--- src/rtl/audio_frame_scheduler_pkg.sv ---
// Shared constants and state encodings for the UART-fed stereo audio frame scheduler.
package audio_frame_scheduler_pkg;

    localparam logic [7:0]  SYNC_BYTE = 8'hA5;
    localparam logic [15:0] MIDSCALE  = 16'h8000;

    typedef enum logic [2:0] {
        HUNT,
        L_LO,
        L_HI,
        R_LO,
        R_HI
    } framer_state_t;

    typedef enum logic {
        PRIME,
        PLAY
    } play_state_t;

    typedef struct packed {
        logic [15:0] left;
        logic [15:0] right;
    } frame_t;

endpackage

--- src/rtl/sync_fifo.sv ---
// Single-clock show-ahead FIFO with an exact occupancy count; a push into a full FIFO
// is accepted only when a pop frees a slot in the same cycle.
module sync_fifo #(
    parameter int WIDTH = 32,
    parameter int DEPTH = 16
) (
    input  logic                     clk,
    input  logic                     reset,
    input  logic                     push,
    input  logic                     pop,
    input  logic [WIDTH-1:0]         din,
    output logic [WIDTH-1:0]         dout,
    output logic [$clog2(DEPTH):0]   fill
);

    localparam int AW = $clog2(DEPTH);
    localparam int FW = AW + 1;

    logic [WIDTH-1:0] mem [DEPTH];
    logic [AW-1:0]    wr_ptr;
    logic [AW-1:0]    rd_ptr;
    logic             do_push;
    logic             do_pop;

    assign do_pop  = pop && (fill != '0);
    assign do_push = push && ((fill != FW'(DEPTH)) || do_pop);
    assign dout    = mem[rd_ptr];

    // NOTE: state registers use non-blocking assignments so every flop samples pre-edge values.
    always_ff @(posedge clk) begin
        if (reset) begin
            wr_ptr <= '0;
            rd_ptr <= '0;
            fill   <= '0;
        end else begin
            if (do_push) wr_ptr <= wr_ptr + AW'(1);
            if (do_pop)  rd_ptr <= rd_ptr + AW'(1);
            if (do_push && !do_pop)
                fill <= fill + FW'(1);
            else if (do_pop && !do_push)
                fill <= fill - FW'(1);
        end
    end

    // NOTE: the storage array is deliberately left out of reset; pointers alone define validity.
    always_ff @(posedge clk) begin
        if (do_push) mem[wr_ptr] <= din;
    end

endmodule

--- src/rtl/audio_frame_scheduler.sv ---
// Deframes A5-headed stereo frames from a UART byte stream into a FIFO and releases them
// to the DACs at the sample rate, with priming, underrun and overrun handling.
module audio_frame_scheduler
    import audio_frame_scheduler_pkg::*;
#(
    parameter int         CLOCK_FREQ  = 12_000_000,
    parameter int         SAMPLE_RATE = 48_000,
    parameter int         DEPTH       = 16,
    parameter int         START_LEVEL = DEPTH / 2,
    parameter logic [7:0] SYNC        = SYNC_BYTE
) (
    input  logic                     clk,
    input  logic                     reset,
    input  logic [7:0]               rx_byte,
    input  logic                     rx_valid,
    output logic                     dac_ce,
    output logic [15:0]              sample_l,
    output logic [15:0]              sample_r,
    output logic [$clog2(DEPTH):0]   fill,
    output logic                     playing,
    output logic                     locked,
    output logic                     underrun,
    output logic                     overrun,
    output logic                     sync_err
);

    localparam int DIV = CLOCK_FREQ / SAMPLE_RATE;
    localparam int CW  = $clog2(DIV);
    localparam int FW  = $clog2(DEPTH) + 1;

    framer_state_t fstate;
    play_state_t   pstate;
    logic [15:0]   l_word;
    logic [7:0]    r_lo;
    logic [CW-1:0] cnt;
    logic          tick;
    logic          push;
    logic          pop;
    logic          full;
    frame_t        din;
    frame_t        dout;

    assign tick = (cnt == '0);
    assign push = rx_valid && (fstate == R_HI) && !reset;
    assign pop  = tick && (pstate == PLAY) && (fill != '0);
    assign full = (fill == FW'(DEPTH));
    assign din  = '{left: l_word, right: {rx_byte, r_lo}};

    sync_fifo #(
        .WIDTH (32),
        .DEPTH (DEPTH)
    ) u_fifo (
        .clk   (clk),
        .reset (reset),
        .push  (push),
        .pop   (pop),
        .din   (din),
        .dout  (dout),
        .fill  (fill)
    );

    always_ff @(posedge clk) begin
        if (reset) begin
            fstate   <= HUNT;
            locked   <= 1'b0;
            sync_err <= 1'b0;
            l_word   <= '0;
            r_lo     <= '0;
        end else begin
            sync_err <= 1'b0;
            if (rx_valid) begin
                case (fstate)
                    HUNT: begin
                        if (rx_byte == SYNC) begin
                            fstate <= L_LO;
                        end else if (locked) begin
                            sync_err <= 1'b1;
                            locked   <= 1'b0;
                        end
                    end
                    L_LO: begin
                        l_word[7:0] <= rx_byte;
                        fstate      <= L_HI;
                    end
                    L_HI: begin
                        l_word[15:8] <= rx_byte;
                        fstate       <= R_LO;
                    end
                    R_LO: begin
                        r_lo   <= rx_byte;
                        fstate <= R_HI;
                    end
                    R_HI: begin
                        fstate <= HUNT;
                        locked <= 1'b1;
                    end
                    default: fstate <= HUNT;
                endcase
            end
        end
    end

    // A tick only decides; dac_ce and the popped samples appear together one cycle later.
    always_ff @(posedge clk) begin
        if (reset) begin
            cnt      <= CW'(DIV - 1);
            dac_ce   <= 1'b0;
            pstate   <= PRIME;
            playing  <= 1'b0;
            sample_l <= MIDSCALE;
            sample_r <= MIDSCALE;
            underrun <= 1'b0;
            overrun  <= 1'b0;
        end else begin
            cnt      <= tick ? CW'(DIV - 1) : cnt - CW'(1);
            dac_ce   <= tick;
            underrun <= 1'b0;
            overrun  <= push && full && !pop;
            if (tick) begin
                case (pstate)
                    PRIME: begin
                        if (fill >= FW'(START_LEVEL)) begin
                            pstate  <= PLAY;
                            playing <= 1'b1;
                        end
                    end
                    PLAY: begin
                        if (fill == '0) begin
                            underrun <= 1'b1;
                            pstate   <= PRIME;
                            playing  <= 1'b0;
                        end else begin
                            sample_l <= dout.left;
                            sample_r <= dout.right;
                        end
                    end
                    default: pstate <= PRIME;
                endcase
            end
        end
    end

endmodule

--- config.mk ---
export PLATFORM = sky130hd
export DESIGN_NAME = audio_frame_scheduler
export DESIGN_NICKNAME = d
export VERILOG_FILES = /design/src/rtl/audio_frame_scheduler_pkg.sv /design/src/rtl/sync_fifo.sv /design/src/rtl/audio_frame_scheduler.sv
export SDC_FILE = /design/constraint.sdc
export NUM_CORES = 1
export LEC_CHECK = 0
export BUFFER_PORTS_ARGS = -buffer_cell sky130_fd_sc_hd__buf_2
export CAP_MARGIN = 20
export CORE_ASPECT_RATIO = 1.25
export CORE_MARGIN = 2
export CORE_UTILIZATION = 35
export CTS_BUF_LIST = sky130_fd_sc_hd__clkbuf_8
export DETAILED_ROUTE_END_ITERATION = 8
export SYNTH_ARGS = -nofsm -noshare
export SYNTH_HDL_FRONTEND = slang
export SYNTH_SLANG_ARGS = --single-unit
--- constraint.sdc ---
create_clock -name clk -period 5.3 [get_ports clk]
set_input_delay 1.06 -clock clk [delete_from_list [all_inputs] [get_ports clk]]
set_output_delay 1.06 -clock clk [all_outputs]
set_load 0.03 [all_outputs]
==> impl_metrics.ini <==
[timing]
hold_viol_final = 0
finClkSkew_ns = 0.03035
clock.fmax_mhz = 270.8
setup_tns_ns = 0
slew_violations = 0
rsz0062_at_grt = no
slew_headroom_pct = 25.41
worstMarginPinSlew_ns = 1.119
finalCriticalPeriod_ns = 3.692
post-route-period-util_pct = 69.67
setup_violations = 0
timing.hold.ws_ns = 0.4189

[cts]
cts_root_buf = clkbuf_8
ctsResizeCount = 0
cts_buffers = 89
cts_setup_buffers = 0
hold_buffers = 0
clkLatencyLatePin_ns = 0.68
clockBufferDepth = 3
cts_tree = done
htree_levels = 3
clk_pin_slew_worst_paths_ns = 0.06
clock-sinks = 599

[worst_hold_path]
hp-class = flop to flop
hp-start = cnt[0]$_SDFF_PP1_

[logic_synthesis]
synthTopCellsByCount = edfxtp_1, mux4_2, nor2_1, dfxtp_1, mux2i_1
synth.most_common_cell = edfxtp_1
synth_area_leaders = edfxtp_1, mux4_2, dfxtp_1, mux2i_1, nor2_1
synth_nets = 1197
syn_area_per_cell_um2 = 19.38
ys_seq_elements = 599
synth_edf_count = 512
synth_top_cell_area_share_pct = 67.59
async_reset_ff_share_pct = 0
syn_area_um2 = 22750
seq_area_frac_synth_pct = 75.24
synth_top_area_cell = edfxtp_1
ys.flop_type = edfxtp_1
yosys_warnings = 0
synth_cell_types = 44
synth_cells = 1174

[drt]
via_per_inst = 5.051
remaining_drc_errors = 0
wirelength_um = 48440
vias = 11140
final_antenna_net_count = 0
wire_per_inst_um = 21.97
dr.pass1.iters = 7
drtIter0Drc = 852

[finish]
drive_gt1_share_pct = 26.03
filler_cell_count = 5775
multiInputGateArea_um2 = 5416
area_growth_pct = 13.70
nets = 1304
ff_latch_area_um2 = 17130

[floorplanning]
die_area_um2 = 67060
rows = 104
start_util_pct = 35.32
core_um2 = 64410
num_io_pins = 54
die-width_um = 232.0
die_h_um = 289.0

[worst_setup_path]
cp_slowest_stage_delay_ns = 0.77
worstSetupEndpointType = flop
slowest_stage = nor4_1
startpoint = u_fifo.fill[0]$_SDFFE_PP0P_
worstPathArrival_ns = 4.26
critPathRequiredTime_ns = 5.87
path_max_fanout = 15
critPathKind = flop to flop
cpMostUsedCell = ha_1
crit_chain = nor4_1 -> o211ai_1 -> and2_0 -> ha_1 -> inv_1 -> ha_1 -> a21o_1 -> a21oi_1 -> mux2i_1 -> mux2_2
worstReg2RegStart = u_fifo.fill[0]$_SDFFE_PP0P_
startpoint_type = flop

[placement]
dp_hpwl_um = 25980
numPortBuffers = 53
gp_congestion = 0.7104

[power]
power_density_nw_per_um2 = 333.4
clkPwrFrac_pct = 40.6
power.internal_w = 0.006850
switching_power_w = 0.001772
combPwrFrac_pct = 0.7
seq_power_share_pct = 58.7
leakagePower_nw = 9.127
power_w = 0.008622
swShare_pct = 20.55
max-vdd-ir-drop_mv = 0.1517

[global_route]
gr-total-overflow = 0
grt_pass1_vias = 11780
grt_max_degree = 78
grt_usage_pct = 14.71
antenna_found_initial = 1
grt_first_pass_wirelength_um = 73150

[run]
drv_cap = 0

[status]
status = completed
worst paths after layout:
path         slack, ns                     endpoint  cells after the start
min               0.42            cnt[0]$_SDFF_PP1_                      1
max               1.61  u_fifo.fill[4]$_SDFFE_PP0P_                     10
min reg2reg       0.42            cnt[0]$_SDFF_PP1_                      1
max reg2reg       1.61  u_fifo.fill[4]$_SDFFE_PP0P_                     10
worst max-delay path: cells and delay by family, from the launching register on:
| kind | cells | cell delay [ns] |
|---|---|---|
| AO/OA/AOI/OAI | 3 | 0.63 |
| multiplexers | 2 | 0.57 |
| adder cells (fa/ha/maj) | 2 | 0.63 |
| buffers and inverters | 1 | 0.15 |
| AND/OR/NAND/NOR | 2 | 1.23 |
| flip-flops | 1 | 0.37 |
stage by stage:
stage	cell area, um2	setup slack [ns]	std cells	util (%)
4_1_cts	25810	1.590	2202	40.08
5_1_grt	25860	1.311	2205	40.15
3_3_place_gp	24100	1.184	2034	37.41
3_5_place_dp	24130	1.019	2036	37.47
6_report	25860	1.608	2205	40.15
2_1_floorplan	22750	0.5619	1174	-
sequential cells by signal (all words and copies together), names as in the netlist:
name           count
fstate             3
locked             1
cnt                8
u_fifo.fill        5
playing            1
overrun            1
l_word            16
underrun           1
sync_err           1
dac_ce             1
r_lo               8
u_fifo.rd_ptr      4
u_fifo.wr_ptr      4
sample_r          16
u_fifo.mem       512
sample_l          16
pstate             1
power groups by stage:
| stage | clock (W) | combinational (W) | sequential, W |
|---|---|---|---|
| floorplan | 0 | 0.0000223 | 0.00517 |
| global placement | 0 | 0.0000570 | 0.00516 |
| detailed placement | 0 | 0.0000588 | 0.00516 |
| CTS | 0.00360 | 0.0000588 | 0.00506 |
| global route | 0.00378 | 0.0000625 | 0.00506 |
| finish | 0.00350 | 0.0000578 | 0.00506 |
placed cells by master, fill, tap and decap left out, types with 6 or more instances in the layout:
| cell | Yosys | final |
|---|---|---|
| edfxtp_1 | 512 | 512 |
| nand3_1 | 6 | 6 |
| xor2_1 | 9 | 9 |
| nand2b_1 | 7 | 7 |
| mux4_2 | 128 | 128 |
| mux2i_1 | 71 | 71 |
| ha_1 | 11 | 11 |
| buf_4 | 0 | 16 |
| clkbuf_8 | 0 | 96 |
| clkinv_2 | 0 | 13 |
| dfxtp_1 | 87 | 84 |
| nand2_1 | 47 | 46 |
| clkinv_1 | 0 | 7 |
| buf_2 | 21 | 53 |
| a21oi_1 | 26 | 26 |
| and3_2 | 0 | 7 |
| a211o_1 | 30 | 30 |
| nor2_1 | 104 | 99 |
| inv_1 | 12 | 54 |
kinds of logic after synthesis:
group           Yosys count  synth area share (%)
compound gates           69                 2.173
xor+xnor                 14                0.5390
fa+ha+maj                12                0.6930
buf+inv                  72                 1.304
flops                   599                 75.24
mux                     204                 16.04
simple gates            204                 4.004
metal layers:
layer,global-route usage (%),wire (um)
met1,18.88,20450
met2,25.28,24750
met3,2.530,2380
met4,5.064,864
met5,0,0
layout make-up:
type / instances / share of cell area (%)
antenna: 1 / 0.009675
sequential: 599 / 66.22
timing repair buffer: 76 / 2.056
tap: 848 / 4.102
clock inverter: 70 / 1.384
clock buffer: 96 / 5.109
inverter: 12 / 0.1742
multi-input combinational: 503 / 20.94
Power figures use the tool's default switching activity.
